### src/rtl/instr_encoder.sv
// instr_encoder: packs opcode/funct3/register fields and a signed 12-bit immediate into an RV32 I/S/B word.
// Latency: one cycle from request accept to out_valid; one word per cycle while out_ready stays high.
// Backpressure: in_ready drops while a held word is stalled or while in ERR; the held word stays stable.
//
// Ports:
//   clk, reset                  rising-edge clock, synchronous active-high reset
//   in_valid/in_ready           request handshake; fmt/opcode/funct3/rd/rs1/rs2/imm are the request fields
//   out_valid/out_ready         output handshake; out_instr is the encoded word, out_addr its word address
//   err, err_code, err_count    ERR-state flag, cause (01 imm range, 10 bad fmt), saturating reject count
//   clear_err                   returns the block from ERR to RUN
//   chk_fail                    only with IMM_ROUNDTRIP_CHK_EN: sticky immediate round-trip mismatch
//
// Optional feature macro: IMM_ROUNDTRIP_CHK_EN
module instr_encoder #(
    parameter int ADDR_W    = 8,
    parameter int BASE_ADDR = 0
) (
    input  logic              clk,
    input  logic              reset,
    input  logic              in_valid,
    output logic              in_ready,
    input  logic [1:0]        fmt,
    input  logic [6:0]        opcode,
    input  logic [2:0]        funct3,
    input  logic [4:0]        rd,
    input  logic [4:0]        rs1,
    input  logic [4:0]        rs2,
    input  logic [31:0]       imm,
    output logic              out_valid,
    input  logic              out_ready,
    output logic [31:0]       out_instr,
    output logic [ADDR_W-1:0] out_addr,
    output logic              err,
    output logic [1:0]        err_code,
    output logic [7:0]        err_count,
    input  logic              clear_err
`ifdef IMM_ROUNDTRIP_CHK_EN
    ,
    output logic              chk_fail
`endif
);

    // BASE_ADDR is taken modulo 2^ADDR_W by truncation.
    localparam logic [ADDR_W-1:0] LP_BASE = ADDR_W'(BASE_ADDR);

    typedef enum logic {
        ST_RUN = 1'b0,
        ST_ERR = 1'b1
    } state_t;

    state_t            r_state;
    state_t            w_state_nxt;

    logic              r_out_valid;
    logic [31:0]       r_out_instr;
    logic [ADDR_W-1:0] r_out_addr;
    logic [1:0]        r_err_code;
    logic [7:0]        r_err_count;

    logic [11:0]       w_m;
    logic [31:0]       w_enc;
    logic              w_imm_ok;
    logic              w_legal;
    logic              w_accept;
    logic              w_xfer;

    assign w_m      = imm[11:0];
    // In range iff bits 31..11 are a pure sign extension of bit 11.
    assign w_imm_ok = (imm[31:11] == '0) || (imm[31:11] == '1);
    assign w_legal  = (fmt != 2'b11) && w_imm_ok;
    assign in_ready = (r_state == ST_RUN) && (!r_out_valid || out_ready);
    assign w_accept = in_valid && in_ready;
    assign w_xfer   = r_out_valid && out_ready;

    // B keeps the halfword offset unshifted: m[11] -> bit 31, m[10] -> bit 7.
    always_comb begin
        w_enc = '0;
        case (fmt)
            2'b00:   w_enc = {w_m, rs1, funct3, rd, opcode};
            2'b01:   w_enc = {w_m[11:5], rs2, rs1, funct3, w_m[4:0], opcode};
            2'b10:   w_enc = {w_m[11], w_m[9:4], rs2, rs1, funct3, w_m[3:0], w_m[10], opcode};
            default: w_enc = '0;
        endcase
    end

    always_ff @(posedge clk) begin
        if (reset) begin
            r_state <= ST_RUN;
        end else begin
            r_state <= w_state_nxt;
        end
    end

    always_comb begin
        w_state_nxt = r_state;
        case (r_state)
            ST_RUN:  if (w_accept && !w_legal) w_state_nxt = ST_ERR;
            ST_ERR:  if (clear_err)            w_state_nxt = ST_RUN;
            default: w_state_nxt = ST_RUN;
        endcase
    end

    always_ff @(posedge clk) begin
        if (reset) begin
            r_out_valid <= 1'b0;
            r_out_instr <= '0;
            r_out_addr  <= LP_BASE;
            r_err_code  <= 2'b00;
            r_err_count <= 8'd0;
        end else begin
            // Address advances on every departing word; natural wrap goes to 0, not to the base.
            if (w_xfer) begin
                r_out_addr <= r_out_addr + ADDR_W'(1);
            end

            if (w_accept && w_legal) begin
                r_out_valid <= 1'b1;
                r_out_instr <= w_enc;
            end else if (w_xfer) begin
                r_out_valid <= 1'b0;
            end

            if (w_accept && !w_legal) begin
                r_err_code <= (fmt == 2'b11) ? 2'b10 : 2'b01;
                if (r_err_count != 8'hFF) begin
                    r_err_count <= r_err_count + 8'd1;
                end
            end else if ((r_state == ST_ERR) && clear_err) begin
                r_err_code <= 2'b00;
            end
        end
    end

    assign out_valid = r_out_valid;
    assign out_instr = r_out_instr;
    assign out_addr  = r_out_addr;
    assign err       = (r_state == ST_ERR);
    assign err_code  = r_err_code;
    assign err_count = r_err_count;

`ifdef IMM_ROUNDTRIP_CHK_EN
    logic [1:0]  r_fmt;
    logic [31:0] r_imm;
    logic        r_chk_fail;
    logic [11:0] w_rt_m;
    logic [31:0] w_rt_imm;

    // Re-extract the immediate from the held word using the layout of the format it was built with.
    always_comb begin
        w_rt_m = '0;
        case (r_fmt)
            2'b00:   w_rt_m = r_out_instr[31:20];
            2'b01:   w_rt_m = {r_out_instr[31:25], r_out_instr[11:7]};
            2'b10:   w_rt_m = {r_out_instr[31], r_out_instr[7], r_out_instr[30:25], r_out_instr[11:8]};
            default: w_rt_m = '0;
        endcase
        w_rt_imm = {{20{w_rt_m[11]}}, w_rt_m};
    end

    always_ff @(posedge clk) begin
        if (reset) begin
            r_fmt      <= 2'b00;
            r_imm      <= '0;
            r_chk_fail <= 1'b0;
        end else begin
            if (w_accept && w_legal) begin
                r_fmt <= fmt;
                r_imm <= imm;
            end
            if (r_out_valid && (w_rt_imm != r_imm)) begin
                r_chk_fail <= 1'b1;
            end
        end
    end

    assign chk_fail = r_chk_fail;
`endif

endmodule

### config.mk
export PLATFORM = sky130hd
export DESIGN_NAME = instr_encoder
export DESIGN_NICKNAME = d
export VERILOG_FILES = /design/src/rtl/instr_encoder.sv
export SDC_FILE = /design/constraint.sdc
export NUM_CORES = 1
export LEC_CHECK = 0
export CORE_ASPECT_RATIO = 1.75
export CORE_MARGIN = 2
export CORE_UTILIZATION = 45
export DETAILED_ROUTE_END_ITERATION = 8
export HOLD_SLACK_MARGIN = 0.03
export PLACE_DENSITY_LB_ADDON = 0.1
export SLEW_MARGIN = 10
export SYNTH_ARGS = -nofsm -noshare
export SYNTH_HDL_FRONTEND = slang
export SYNTH_SLANG_ARGS = --single-unit
### constraint.sdc
create_clock -name clk -period 3.5 [get_ports clk]
set_clock_uncertainty 0.1 [all_clocks]
set_input_delay 0.7 -clock clk [delete_from_list [all_inputs] [get_ports clk]]
set_output_delay 0.7 -clock clk [all_outputs]
set_load 0.02 [all_outputs]
Yosys cells after proc, flatten, opt, wreduce, memory -nomap -nowiden
Cells that the tools add are included.
Storage, ports and cells
  register bits: 52
  bits of input ports: 64
  output and inout port bits: 53
  word-level logic and storage cells: 40
Cells by class
  $add $sub $neg: 2
  eq/ne operators: 6
  muxes and demuxes: 9
  bitwise operators: 1
  reduce and logical (&&, ||, !) cells: 16
Operator list (number)
  $pmux 32 s3: 1
  $eq 21x21->1 const B: 1
  $logic_not 21->1: 1
  $add 8x1->8 const B: 2
  $ne 8x8->1 const B: 1
  $logic_and 1x1->1: 7
  $mux 2: 3
  $eq 2x2->1 const B: 2
  $mux 1: 4
  $reduce_bool 2->1: 2
  $eq 2x1->1 const B: 1
  $logic_not 1->1: 2
  $logic_not 2->1: 1
  $logic_or 1x1->1: 2
  $ne 2x2->1 const B: 1
  $pmux 1 s2: 1
  $reduce_and 2->1: 1
  $not 1->1: 1

Logic depth before layout (Yosys ltp)
Gate-level depths: netlist (run 1).
  depth after elaboration: 7
  depth in mapped cells: 8
  depth with buffers taken out: 7

Worst setup path before layout (run 1)
OpenSTA, ideal clock, no wires.
  path type: input -> register
  start: input imm[16]
  end: register r_out_instr[10], in the netlist out_instr[10]
  library setup time: 0.128 ns
  arrival time: 1.974 ns
  required time: 3.272 ns
  setup slack: 1.298 ns
  stages: 8
  cell sequence: nor4_1 > and4_1 > nand4_2 > a21oi_2 > buf_6 > buf_12 > mux2i_1 > nor2_1
Between the ends
  word-level cells in the longest chain between the ends: 4
  elaborated cells between the ends (all ways): 5
  those cells by class: eq/ne (1); reduce/logical (4)
Ends and longest elaborated chain
  from (decl): line 28  | input logic [31:0] imm,
  $eq 21x21->1 or $logic_not 21->1 (tied branches): line 69  | assign w_imm_ok = (imm[31:11] == '0) || (imm[31:11] == '1);
  $logic_or 1x1->1 *: line 69
  $logic_and 1x1->1 *: line 70  | assign w_legal = (fmt != 2'b11) && w_imm_ok;
  $logic_and 1x1->1 *: line 116  | if (w_accept && w_legal) begin
  to (signal assigned): line 118  | r_out_instr <= w_enc;
  to (decl): line 55  | logic [31:0] r_out_instr;
Every way passes the cells marked *; elsewhere a longest branch is shown, timed or not.
A chain may end at the register's enable or synchronous reset.

Worst setup path after layout (run 1)
  start: input imm[16]
  end: register r_out_instr[17], in the netlist out_instr[17]
Same word-level chain as after synthesis.

==> results of run 1 <==
## cell type report
type	count	area [um2]	share of cell area (%)
Multi-Input combinational cell	204	1400	36.4
Timing Repair Buffer	120	1200	31.3
Sequential cell	52	1040	27.2
Tap cell	76	95.1	2.48
Clock buffer	7	86.3	2.26
Clock inverter	1	7.51	0.196
Inverter	1	3.75	0.0981
## power by group through the flow
stage                     sequential (mW)  clock (mW)  combinational (mW)
after floorplan                     0.620           0              0.0587
final                               0.601       0.346               0.164
after CTS                           0.601       0.360               0.165
after detailed placement            0.615           0               0.164
after global routing                0.602       0.378               0.178
after global placement              0.615           0               0.163
## flip-flops by register name, indices dropped and copies added (netlist names)
name and count:
out_instr 32, err 1, err_count 8, out_valid 1
out_addr 8, err_code 2
## layer usage
metal / up-vias / part of all wire, %
met2: 72 / 54
met1: 1085 / 38
met5: - / 0
li1: 1189 / -
met4: 0 / 2.4
met3: 12 / 5.6
## placed cells by master, fill, tap and decap left out, types with 2 or more instances in the layout
cell type,count
a211oi_2,12
a21oi_1,18
and3_1,4
buf_4,3
clkbuf_8,6
clkdlybuf4s50_1,115
dfxtp_1,52
ha_1,2
mux2i_1,32
nand2_1,11
nand3_1,6
nand3_2,2
nand3b_1,4
nand4_1,8
nand4_2,2
nor2_1,42
nor2_2,12
nor2b_1,9
nor3_1,2
nor4_1,5
o21ai_0,8
o31ai_1,2
or3_1,3
or4_1,3
xor2_1,6
## cells in the mapped netlist (all sizes together), types with 3 or more instances
cell type / number / share of area [%]
dfxtp: 52 / 41
nor4: 6 / 2.1
clkbuf: 10 / 1.5
or3: 3 / 0.73
o21ai: 8 / 1.6
a21oi: 19 / 3.9
nand2: 11 / 1.6
or4: 3 / 0.88
buf: 7 / 3.4
nand3b: 4 / 1.2
nor2b: 9 / 2.2
nand3: 8 / 2.0
nor2: 54 / 9.1
nand4: 10 / 2.9
a211oi: 13 / 6.2
xor2: 6 / 2.1
and3: 4 / 0.98
mux2i: 32 / 13
## per-stage QoR
stage / std cells / util [%]
floorplan: 274 / -
global route: 461 / 69.1
finish: 461 / 69.1
detailed placement: 453 / 67.4
global placement: 453 / 67.4
CTS: 461 / 69.1
## how the worst max path moves through the flow
stage / from / to / slack [ns]
after floorplan: imm[16] / out_instr[10] / 1.30
after global placement: imm[11] / out_instr[10] / 0.43
after detailed placement: imm[11] / out_instr[17] / 0.39
after CTS: out_ready / in_ready / 0.71
after global routing: imm[16] / out_instr[16] / 0.46
final: imm[16] / out_instr[17] / 0.71
## critical path, cell delays in order
cell and delay, ns:
clkdlybuf4s50_1 0.42, nor4_1 0.36, and4_1 0.28, nand4_2 0.17
a21oi_4 0.36, buf_12 0.29, mux2i_1 0.22, nor2_1 0.05
## logic make-up (layout without fill, tap and decap cells)
kind of cell / count (synthesis) / after routing / share of synthesized area (%)
flip-flops: 52 / 52 / 40.7
XOR/XNOR: 7 / 7 / 2.40
buffers and inverters: 18 / 129 / 5.04
multiplexers: 32 / 32 / 12.5
adder cells (fa/ha/maj): 2 / 2 / 0.978
AO/OA/AOI/OAI: 44 / 44 / 12.8
AND/OR/NAND/NOR: 119 / 119 / 25.6
==> results.toml, run 1 <==
[timing]
relSlewSlack_pct = 29.0
period_share_pct = 79.8
layout_setup_ws_ns = 0.705
setup_violations = 0
final.setup.tns_ns = 0
final_hold_viol_count = 0
slew_viol_final = 0
fmax_ghz = 0.358
tightest_slew_ns = 1.07
rsz0062_at_grt = "false"
period_needed_ns = 2.79
timing.hold.ws_ns = 0.394

[grt]
grt_pass1_wl_mm = 10.3
antenna_found_initial = 0
overflow = 0
met2_usage_pct = 37.7
track_usage_pct = 20.7
grt_pass1_vias = 2346
busiest_layer = "met2"
grt_max_degree = 54
grt_use_met1_pct = 21.6
use_met3_pct = 4.74

[worst_hold_path]
hold_end = "out_addr[7]"
hp-start = "out_addr[7]"
holdPathStages = 2
hold_path.class = "reg2reg"

[floorplan]
die_w_um = 61.0
num_io_pins = 117
rows = 36
dieArea_um2 = 6330
start_util_pct = 46.2
die_y_um = 104
core_um2 = 5540

[routing]
vias = 2358
drc = 0
drt-pass1-iter-count = 4
drtAntennaViolNets = 0
wl_per_cell_um = 14.1
drtIter0Drc = 75
wl_mm = 6.50
routed_via_density = 5.11

[cells_and_area]
final.fill_count = 466
drive_gt1_share_pct = 11.4
nets = 450
area_delta_synth_final_pct = 49.7
diodes = 0
postLayoutCellArea_um2 = 3830

[yosys]
synthFlopType = "dfxtp_1"
postSynthCellCount = 274
synth_edf_count = 0
ys_ff_latch = 52
async_flop_share_pct = 0
synthesis.nets = 340
syn_area_um2 = 2560
synth_warnings = 0
yosysSeqAreaShare_pct = 40.7
avgSynthCellArea_um2 = 9.33
synth_cell_types = 40

[cts]
cts.clk_slew.worst_paths_ns = 0.09
numCtsBuffers = 5
cts-root-buf = "clkbuf_8"
cts.sinks = 52
ctsResizeCount = 0
tritoncts = "yes"
cts_hold_buf = 0
cts_max_level = 2
cts_setup_buffers = 0
clock_path_buffers = 2
clock_latency_ns = 0.30

[worst_setup_path]
r2r-end = "err_count[5]"
arrival_ns = 2.85
start_kind = "input pin"
reg2reg_depth = 6
critPathMaxFanout = 34
r2r_slack_ns = 1.41
end_kind = "flop"
r2r-start = "err_count[0]"
crit_type = "in2reg"
required_ns = 3.55

[power]
p_leak_nw = 1.31
switching_power_uw = 260
p_comb_share_pct = 14.7
p_sw_share_pct = 23.4
p_per_area_nw_per_um2 = 290
vdd_ir_drop_max_mv = 0.292
p_int_uw = 851
p_total_mw = 1.11
power_frac_seq_pct = 54.1
power.share.clock_pct = 31.2

[outcome]
outcome = "completed"

[run]
max_cap_violations = 0

[place]
hpwl_mm = 5.03
dp_slack_ns = 0.391
numPortBuffers = 116
placed_area_um2 = 3730
gp_congestion = 0.817
Power figures use the tool's default switching activity.
==> run 2, diff against run 1 <==
- CORE_UTILIZATION: 45 -> 42
- clock period: 3.5 -> 2.9 ns (I/O delays scaled with it)
==> results.toml, run 2 (synthesis results as in run 1) <==
[routing]
drtIter0Drc = 72
wl_per_cell_um = 14.7
vias = 2366
wl_mm = 6.88
drtAntennaViolNets = 0
drt-pass1-iter-count = 4
routed_via_density = 5.06
drc = 0

[cts]
numCtsBuffers = 5
cts-root-buf = "clkbuf_8"
clock_path_buffers = 2
clock_latency_ns = 0.32
cts_hold_buf = 0
ctsResizeCount = 0
cts_max_level = 2
tritoncts = "yes"
cts.sinks = 52
cts.clk_slew.worst_paths_ns = 0.09
cts_setup_buffers = 0

[grt]
grt_max_degree = 54
antenna_found_initial = 0
grt_pass1_vias = 2347
overflow = 0
track_usage_pct = 21.0
grt_pass1_wl_mm = 11.2

[worst_setup_path]
arrival_ns = 1.89
critPathMaxFanout = 3
required_ns = 2.22
crit_type = "in2out"
start_kind = "input pin"
r2r_slack_ns = 0.81
end_kind = "output pin"

[timing]
slew_viol_final = 0
final_hold_viol_count = 0
period_share_pct = 88.7
final.setup.tns_ns = 0
timing.hold.ws_ns = 0.403
setup_violations = 0
rsz0062_at_grt = "false"
tightest_slew_ns = 1.05
fmax_ghz = 0.389
layout_setup_ws_ns = 0.327
relSlewSlack_pct = 30.0
period_needed_ns = 2.57

[power]
p_comb_share_pct = 13.8
p_leak_nw = 1.35
p_per_area_nw_per_um2 = 371
switching_power_uw = 347
power.share.clock_pct = 35.9
p_int_mw = 1.09
p_sw_share_pct = 24.1
power_frac_seq_pct = 50.3
vdd_ir_drop_max_mv = 0.344

[cells_and_area]
area_delta_synth_final_pct = 52.1
largest_reg_flops = 32
layout_commonest_cell = "clkdlybuf4s50_1"
post-route-util_pct = 66.1
layout_common_cells = "clkdlybuf4s50_1 (115), dfxtp_1 (52), nor2_1 (42), mux2i_1 (32), a21oi_1 (18)"
diodes = 0
nets = 455
drive_gt1_share_pct = 12.8

[outcome]
outcome = "completed"

[floorplan]
start_util_pct = 43.5
core_um2 = 5880
rows = 37
dieArea_um2 = 6750
num_io_pins = 117
die_y_um = 107
die_w_um = 63.0

[run]
max_cap_violations = 0

[place]
numPortBuffers = 116
dp_slack_ns = 0.119
hpwl_mm = 5.33
gp_congestion = 0.794

[worst_hold_path]
hold_path.class = "reg2reg"
run 2: changes by cell type in the layout (fill, tap and decap cells not counted), sizes merged:
cell,change
buf,+5
clkbuf,-2
bufinv,+1
inv,+1
run 2: final cells by class:
cell class                      count  area [um2]
Sequential cell                    52        1040
Fill cell                         533        1990
Clock inverter                      3        46.3
Timing Repair Buffer              125        1240
Inverter                            1        3.75
Clock buffer                        5        68.8
Multi-Input combinational cell    204        1400
Tap cell                           78        97.6
run 2: routing by layer:
metal | share of wire (%) | routed length (um) | up-vias | GRT usage [%]
met3 | 5.6 | 388 | 10 | 5.67
met2 | 57 | 3890 | 60 | 41.0
met1 | 36 | 2480 | 1096 | 20.3
met4 | 1.7 | 118 | 0 | 8.10
met5 | 0 | 0 | - | 0
li1 | - | - | 1200 | -
run 2: worst paths after layout:
kind,startpoint,end,cells past startpoint
max,out_ready,in_ready,4
min,out_instr[3],out_instr[3],2
max reg2reg,err_count[0],err_count[5],6
min reg2reg,out_instr[3],out_instr[3],2
run 2: per-stage QoR:
| step | power [mW] | cells | instance area (um2) |
|---|---|---|---|
| after floorplan | 0.819 | 274 | 2560 |
| after global placement | 0.940 | 460 | 3770 |
| after detailed placement | 0.941 | 460 | 3770 |
| after CTS | 1.46 | 468 | 3890 |
| after global routing | 1.50 | 468 | 3890 |
| final | 1.44 | 468 | 3890 |
run 2: critical path, cell delays in order:
cell and delay [ns]:
clkdlybuf4s50_1 0.47, nor2b_1 0.08, nor2_1 0.13, clkdlybuf4s50_1 0.64
run 2: power by group through the flow:
stage / clock network, mW / registers (mW) / logic, mW
5_1_grt: 0.557 / 0.727 / 0.217
6_report: 0.517 / 0.725 / 0.199
4_1_cts: 0.538 / 0.726 / 0.201
3_3_place_gp: 0 / 0.742 / 0.198
3_5_place_dp: 0 / 0.742 / 0.200
2_1_floorplan: 0 / 0.748 / 0.0708
==> run 3, diff against run 2 <==
- clock period: 2.9 -> 2.45 ns (I/O delays scaled with it)
==> results.toml, run 3 (synthesis results as in run 1) <==
[place]
hpwl_mm = 5.50
numPortBuffers = 116
placed_area_um2 = 3840
gp_congestion = 0.767

[worst_setup_path]
reg2reg_depth = 6
r2r-start = "err_count[0]"
critPathSlowestCell = "clkdlybuf4s50_1"
end_kind = "flop"
arrival_ns = 2.40
required_ns = 2.57
crit_type = "in2reg"
critPathMaxFanout = 29
slowest_delay_ns = 0.52
r2r_slack_ns = 0.40
r2r-end = "err_count[7]"
start_kind = "input pin"
crit_chain = "clkdlybuf4s50_1 -> nand4_2 -> nor4_4 -> nand3_2 -> a21oi_4 -> buf_12 -> buf_4 -> nor2_2 -> a211oi_2"

[floorplan]
rows = 37
dieArea_um2 = 6750
die_y_um = 107
start_util_pct = 43.5
die_w_um = 63.0
num_io_pins = 117
core_um2 = 5880

[power]
p_total_mw = 1.71
vdd_ir_drop_max_mv = 0.364
p_per_area_nw_per_um2 = 431
p_leak_nw = 1.40

[grt]
met2_usage_pct = 41.5
grt_use_met1_pct = 22.1
use_met3_pct = 3.78
track_usage_pct = 21.1
overflow = 0
grt_pass1_vias = 2370
grt_max_degree = 43
grt_pass1_wl_mm = 11.3
busiest_layer = "met2"
antenna_found_initial = 0

[run]
max_cap_violations = 0

[routing]
drc = 0
drtIter0Drc = 79
routed_via_density = 5.08
wl_mm = 6.99
drtAntennaViolNets = 0
wl_per_cell_um = 14.6
vias = 2421
drt-pass1-iter-count = 3

[timing]
tightest_slew_ns = 0.871
final_hold_viol_count = 0
setup_violations = 0
slew_viol_final = 0
fmax_ghz = 0.438
rsz0062_at_grt = "false"
period_share_pct = 93.1
period_needed_ns = 2.28
relSlewSlack_pct = 41.9

[worst_hold_path]
holdPathStages = 2
hold_path.class = "reg2reg"
hp-start = "err_count[6]"
hold_end = "err_count[6]"

[cells_and_area]
post-route-util_pct = 67.7
area_delta_synth_final_pct = 55.5
largest_reg_flops = 32
postLayoutCellArea_um2 = 3980
diodes = 0
final.fill_count = 532
seqCellArea_um2 = 1040
multi_input_area_um2 = 1410
nets = 464
layout_commonest_cell = "clkdlybuf4s50_1"
layout_common_cells = "clkdlybuf4s50_1 (114), dfxtp_1 (52), nor2_1 (42), mux2i_1 (32), a21oi_1 (18)"
drive_gt1_share_pct = 15.3

[cts]
cts.clk_slew.worst_paths_ns = 0.09
cts.sinks = 52
tritoncts = "yes"
clock_path_buffers = 2
cts_hold_buf = 0
cts-root-buf = "clkbuf_8"
numCtsBuffers = 5
clock_latency_ns = 0.30
cts_max_level = 2

[outcome]
outcome = "completed"
-- run 3: cell types whose count changed in the layout (fill, tap and decap cells not counted), sizes merged --
cell and delta:
dlymetal6s2s +1, inv -1, clkinvlp -1, clkinv +1, clkbuf +1, buf +9
clkdlybuf4s50 -1
-- run 3: worst max-delay path by stage --
stage               endpoint  startpoint  depth (start not counted)
6_report       out_instr[30]     imm[13]                          9
5_1_grt        out_instr[30]     imm[16]                          9
4_1_cts             in_ready   out_ready                          4
3_5_place_dp   out_instr[30]     imm[11]                          9
3_3_place_gp   out_instr[30]     imm[11]                          9
2_1_floorplan  out_instr[12]     imm[16]                          8
-- run 3: power by group --
part           leakage [nW]  internal [mW]  switching (mW)
sequential            0.420          0.851         0.00717
combinational         0.923          0.143           0.104
clock                0.0614          0.334           0.275
total                  1.40           1.33           0.386
-- run 3: cell type report --
class | count | share of cell area (%)
clock buffer | 6 | 2.08
clock inverter | 2 | 0.975
inverter | 1 | 0.0944
multi-input combinational | 204 | 35.4
sequential | 52 | 26.2
tap | 78 | 2.45
timing repair buffer | 134 | 32.8
-- run 3: critical path: cells and delay by family --
family / cells / cell delay (ns)
buffers and inverters: 3 / 0.90
AND/OR/NAND/NOR: 4 / 0.62
AO/OA/AOI/OAI: 2 / 0.39
-- run 3: layer usage --
| layer | up-vias | routed length (um) |
|---|---|---|
| li1 | 1220 | - |
| met3 | 8 | 299 |
| met1 | 1129 | 2620 |
| met2 | 64 | 3970 |
| met4 | 0 | 94 |
| met5 | - | 0 |
-- run 3: repair_timing --
| action | in CTS | in global routing |
|---|---|---|
| resized for setup | 0 | 3 |
| buffers inserted | 0 | 0 |
| setup endpoints to repair | 0 | 5 |
-- run 3: through the flow --
step,hold slack [ns],worst slack (ns),setup TNS (ns),cells
after floorplan,0.458,0.458,0,274
after global placement,0.372,-0.219,-5.48,469
after detailed placement,0.380,-0.214,-4.93,469
after CTS,0.400,0.0313,0,477
after global routing,0.438,0.00436,0,477
final,0.392,0.169,0,477
